$ cat config.mk
export PLATFORM = sky130hd
export DESIGN_NAME = regfile_wr_arbiter
export DESIGN_NICKNAME = d
export VERILOG_FILES = /design/src/rtl/regfile_wr_arbiter.sv
export SDC_FILE = /design/constraint.sdc
export NUM_CORES = 1
export LEC_CHECK = 0
export CAP_MARGIN = 20
export CELL_PAD_IN_SITES_DETAIL_PLACEMENT = 0
export CELL_PAD_IN_SITES_GLOBAL_PLACEMENT = 2
export CORE_MARGIN = 10
export CORE_UTILIZATION = 19
export CTS_CLUSTER_SIZE = 25
export DETAILED_ROUTE_END_ITERATION = 7
export PLACE_DENSITY = 0.82
export SYNTH_ARGS = -nofsm -noshare
export SYNTH_HDL_FRONTEND = slang
export SYNTH_SLANG_ARGS = --single-unit
$ cat constraint.sdc
create_clock -name clk -period 2.7 [get_ports clk]
set_clock_uncertainty 0.15 [all_clocks]
set_input_delay 0.27 -clock clk [delete_from_list [all_inputs] [get_ports clk]]
set_output_delay 0.27 -clock clk [all_outputs]
set_load 0.005 [all_outputs]
$ cat src/rtl/regfile_wr_arbiter.sv
// Round-robin arbiter for the shared 8-entry register-file write port.
// Grants one requester per cycle and registers the one-hot write enable, data and address.
module regfile_wr_arbiter #(
    parameter int N_REQ  = 4,
    parameter int DATA_W = 8
) (
    input  logic                      clk,
    input  logic                      rst_n,
    input  logic [N_REQ-1:0]          req,
    input  logic [3*N_REQ-1:0]        req_addr,
    input  logic [DATA_W*N_REQ-1:0]   req_data,
    input  logic                      stall,
    output logic [N_REQ-1:0]          gnt,
    output logic [7:0]                wr_en,
    output logic [DATA_W-1:0]         wr_data,
    output logic [2:0]                wr_idx,
    output logic [7:0]                written,
    input  logic                      written_clr
);

    localparam int PW = (N_REQ > 1) ? $clog2(N_REQ) : 1;

    logic [PW-1:0]        ptr;
    logic [PW-1:0]        ptr_nxt;
    logic [PW-1:0]        win;
    logic                 found;
    logic [2*N_REQ-1:0]   req_rot2;
    logic [N_REQ-1:0]     req_rot;
    logic [PW:0]          sum;
    logic [PW:0]          nsum;
    logic [2:0]           addr_sel;
    logic [DATA_W-1:0]    data_sel;
    logic [7:0]           addr_dec;
    logic [7:0]           written_nxt;

    // Rotating a doubled copy of req puts the highest-priority requester at bit 0.
    always_comb begin
        req_rot2 = {req, req} >> ptr;
        req_rot  = req_rot2[N_REQ-1:0];
        found    = 1'b0;
        sum      = '0;
        for (int j = 0; j < N_REQ; j++) begin
            if (!found && req_rot[j]) begin
                found = 1'b1;
                sum   = {1'b0, ptr} + (PW+1)'(j);
            end
        end
        if (sum >= (PW+1)'(N_REQ)) begin
            sum = sum - (PW+1)'(N_REQ);
        end
        win = sum[PW-1:0];
        // Reset and stall both suppress the grant, so nothing transfers on those edges.
        found = found && !stall && rst_n;
    end

    always_comb begin
        gnt = '0;
        for (int i = 0; i < N_REQ; i++) begin
            gnt[i] = found && (win == PW'(i));
        end
    end

    always_comb begin
        addr_sel = '0;
        data_sel = '0;
        for (int i = 0; i < N_REQ; i++) begin
            if (gnt[i]) begin
                addr_sel = addr_sel | req_addr[3*i +: 3];
                data_sel = data_sel | req_data[DATA_W*i +: DATA_W];
            end
        end
    end

    always_comb begin
        addr_dec           = '0;
        addr_dec[addr_sel] = 1'b1;
    end

    always_comb begin
        nsum = {1'b0, win} + (PW+1)'(1);
        if (nsum == (PW+1)'(N_REQ)) begin
            ptr_nxt = '0;
        end else begin
            ptr_nxt = nsum[PW-1:0];
        end
    end

    // Clear first, then the current write target, so a colliding write survives the clear.
    always_comb begin
        written_nxt = written_clr ? 8'h00 : written;
        if (found) begin
            written_nxt = written_nxt | addr_dec;
        end
    end

    always_ff @(posedge clk or negedge rst_n) begin
        if (!rst_n) begin
            ptr     <= '0;
            wr_en   <= '0;
            wr_data <= '0;
            wr_idx  <= '0;
            written <= '0;
        end else begin
            written <= written_nxt;
            if (found) begin
                ptr     <= ptr_nxt;
                wr_en   <= addr_dec;
                wr_data <= data_sel;
                wr_idx  <= addr_sel;
            end else begin
                wr_en   <= '0;
            end
        end
    end

endmodule

==> impl_metrics.ini <==
[critical_path]
required_ns = 2.74
end_kind = flip-flop
worstSetupPathType = reg -> reg
cp_max_fo = 11
cp-start-kind = flip-flop
arrival_ns = 2.69

[power]
leakagePower_nw = 1.11
power_density_nw_per_um2 = 731
peakVddDrop_uv = 227

[clock_network]
clock_latency_ns = 0.27
clockBufferDepth = 2
path_clk_slew_ns = 0.06
cts_tree = yes
cts_sinks = 29
h-tree-depth = 2
root_buffer = clkbuf_8
numCtsBuffers = 5
cts_hold_buf = 0

[cells_and_area]
layout.cells.non_filler = 341
synthToLayoutAreaGrowth_pct = 84.6
layout-drive-gt1-share_pct = 21.8
nets = 294
final_core_util_pct = 35.6
final-seq-area_sq_um = 727
n_fill_cell = 776
multiInputGateArea_sq_um = 743
diodes = 0
layout_common_cells = clkdlybuf4s50_1 (76), dfrtp_1 (28), buf_4 (20)
final_common_cell = clkdlybuf4s50_1

[drt]
dr.max_layer_used = met4
dr_wl_met3_microns = 626
route.met2.wl_mm = 2.74
vias_per_cell = 4.51
ant_nets = 0
wl_per_cell_microns = 16.9
vias = 1537
wl_met1_mm = 2.37
drcViolationCount = 0
first_iter_violations = 46
drt-total-wl_mm = 5.76
dr.pass1.iters = 4

[hold_path]
hold_path.class = in -> async

[floorplanning]
design.core.area_sq_um = 7650
initial_utilization_pct = 19.3
die_y_microns = 108
dieWidth_microns = 108
ioPinCount = 83
dieArea_sq_um = 11700
fp-row-count = 32

[placed_design]
place.gp.congestion = 0.702
io_buffers = 82
hpwlAfterDp_mm = 4.51
dp_slack_ns = -0.458
post-place-cells = 329

[logic_synthesis]
ys_top_cells_by_area = dfrtp_1 (49%), a22oi_1 (8.2%), a21oi_1 (4.8%)
ys.warnings.count = 0
synthesis.instances = 138
synth_fp_nets = 194
synth_area_sq_um = 1470
netlist.area_leader.share_pct = 49.3
yosysTopAreaCell = dfrtp_1
synth_cell_types = 32
synth-seq-cells = 29
yosysSeqAreaShare_pct = 49.3
syn_avg_cell_area_sq_um = 10.7

[timing]
worstMarginPinSlew_ns = 0.494
period_share_pct = 98.2
slew_viol_final = 0
setup_viol = 0
max_freq_mhz = 377
hold_viol = 0
slew-limit-headroom_pct = 67.0
setup_ws_ns = 0.0480
finalSetupTns_ns = 0
fin_crit_ns = 2.65

[grt]
overflow = 0
grt_pass1_vias = 1633
antenna_found_initial = 0
grt_max_degree = 30
grt_pass1_wl_mm = 8.81
grt_use_total_pct = 9.69

[status]
status = complete, no violations

[run]
drv_cap = 0
[layout make-up]
cell class | count | area share [%]
timing repair buffer | 104 | 36.5
multi-input combinational | 86 | 27.3
sequential | 29 | 26.7
tap | 102 | 4.69
clock buffer | 6 | 2.67
inverter | 12 | 1.66
clock inverter | 2 | 0.368
[sequential cells by signal, summed over array words and instances (netlist names)]
name and count:
wr_data 8, wr_en 8, written 8, wr_idx 3, ptr 2
[metrics by stage]
| step | total power (W) | hold slack [ns] | cell area, sq um |
|---|---|---|---|
| floorplan | 0.00103 | -0.176 | 1470 |
| global placement | 0.00154 | 0.368 | 2510 |
| detailed placement | 0.00155 | 0.367 | 2510 |
| CTS | 0.00197 | 0.342 | 2660 |
| global route | 0.00213 | 0.358 | 2720 |
| finish | 0.00199 | 0.333 | 2720 |
[worst max-delay path, cell delays in order (launching register included)]
cell and delay (ns):
dfrtp_2 0.45, or3b_2 0.46, o221ai_2 0.09, inv_2 0.07
ha_1 0.23, buf_6 0.16, a22o_1 0.21, a221o_2 0.41
buf_4 0.17, nor3_1 0.17
[metal layers]
layer	GRT usage (%)	up-vias
li1	-	737
met1	10.6	727
met2	16.1	71
met3	5.35	2
met4	2.29	0
met5	0	-
[synth_stat cells]
cell type / count
buf_1: 1
and3_1: 4
a221oi_1: 1
a22oi_1: 16
nor2b_1: 1
a221oi_2: 1
a21oi_1: 14
a21boi_0: 1
ha_1: 4
o22a_1: 1
or4_1: 1
a22o_1: 4
o22ai_1: 1
o32ai_1: 6
nor3_1: 8
or3b_2: 1
inv_1: 12
a221o_1: 2
nand2b_1: 1
a31oi_1: 8
dfrtp_1: 29
o21ai_1: 1
o221ai_1: 1
mux2_1: 2
mux2_2: 1
o32ai_2: 2
and2_4: 1
or4b_1: 1
buf_2: 3
a21o_1: 1
o211ai_2: 1
clkbuf_1: 7
[power breakdown]
group	internal (W)	leakage, nW	switching, W
logic	0.000563	0.696	0.000472
clock network	0.000178	0.0450	0.000160
registers	0.000544	0.367	0.0000711
total	0.00128	1.11	0.000703
[timing repair]
item | 4_1_cts | 5_1_grt
pin swaps | 1 | 4
endpoints found under the setup margin | 15 | 11
setup buffers | 3 | 1
gates cloned | 0 | 0
resized for setup | 17 | 9
[cells by family after synthesis]
kind of cell	synth area share, %
compound gates	31.3
buf+inv	6.12
flops	49.3
simple gates	7.65
mux	2.29
fa+ha+maj	3.40
[final timing paths]
check                             end  startpoint  cells after the start  slack, ns
setup reg to reg             wr_en[1]      ptr[1]                      9       0.05
hold reg to reg             wr_idx[0]   wr_idx[0]                      2       0.37
max in group asynchronous      ptr[1]       rst_n                      2       1.77
hold / removal             written[0]       rst_n                      2       0.33
min in group clk            wr_idx[0]   wr_idx[0]                      2       0.37
setup / recovery             wr_en[1]      ptr[1]                      9       0.05
Power figures use the tool's default switching activity.
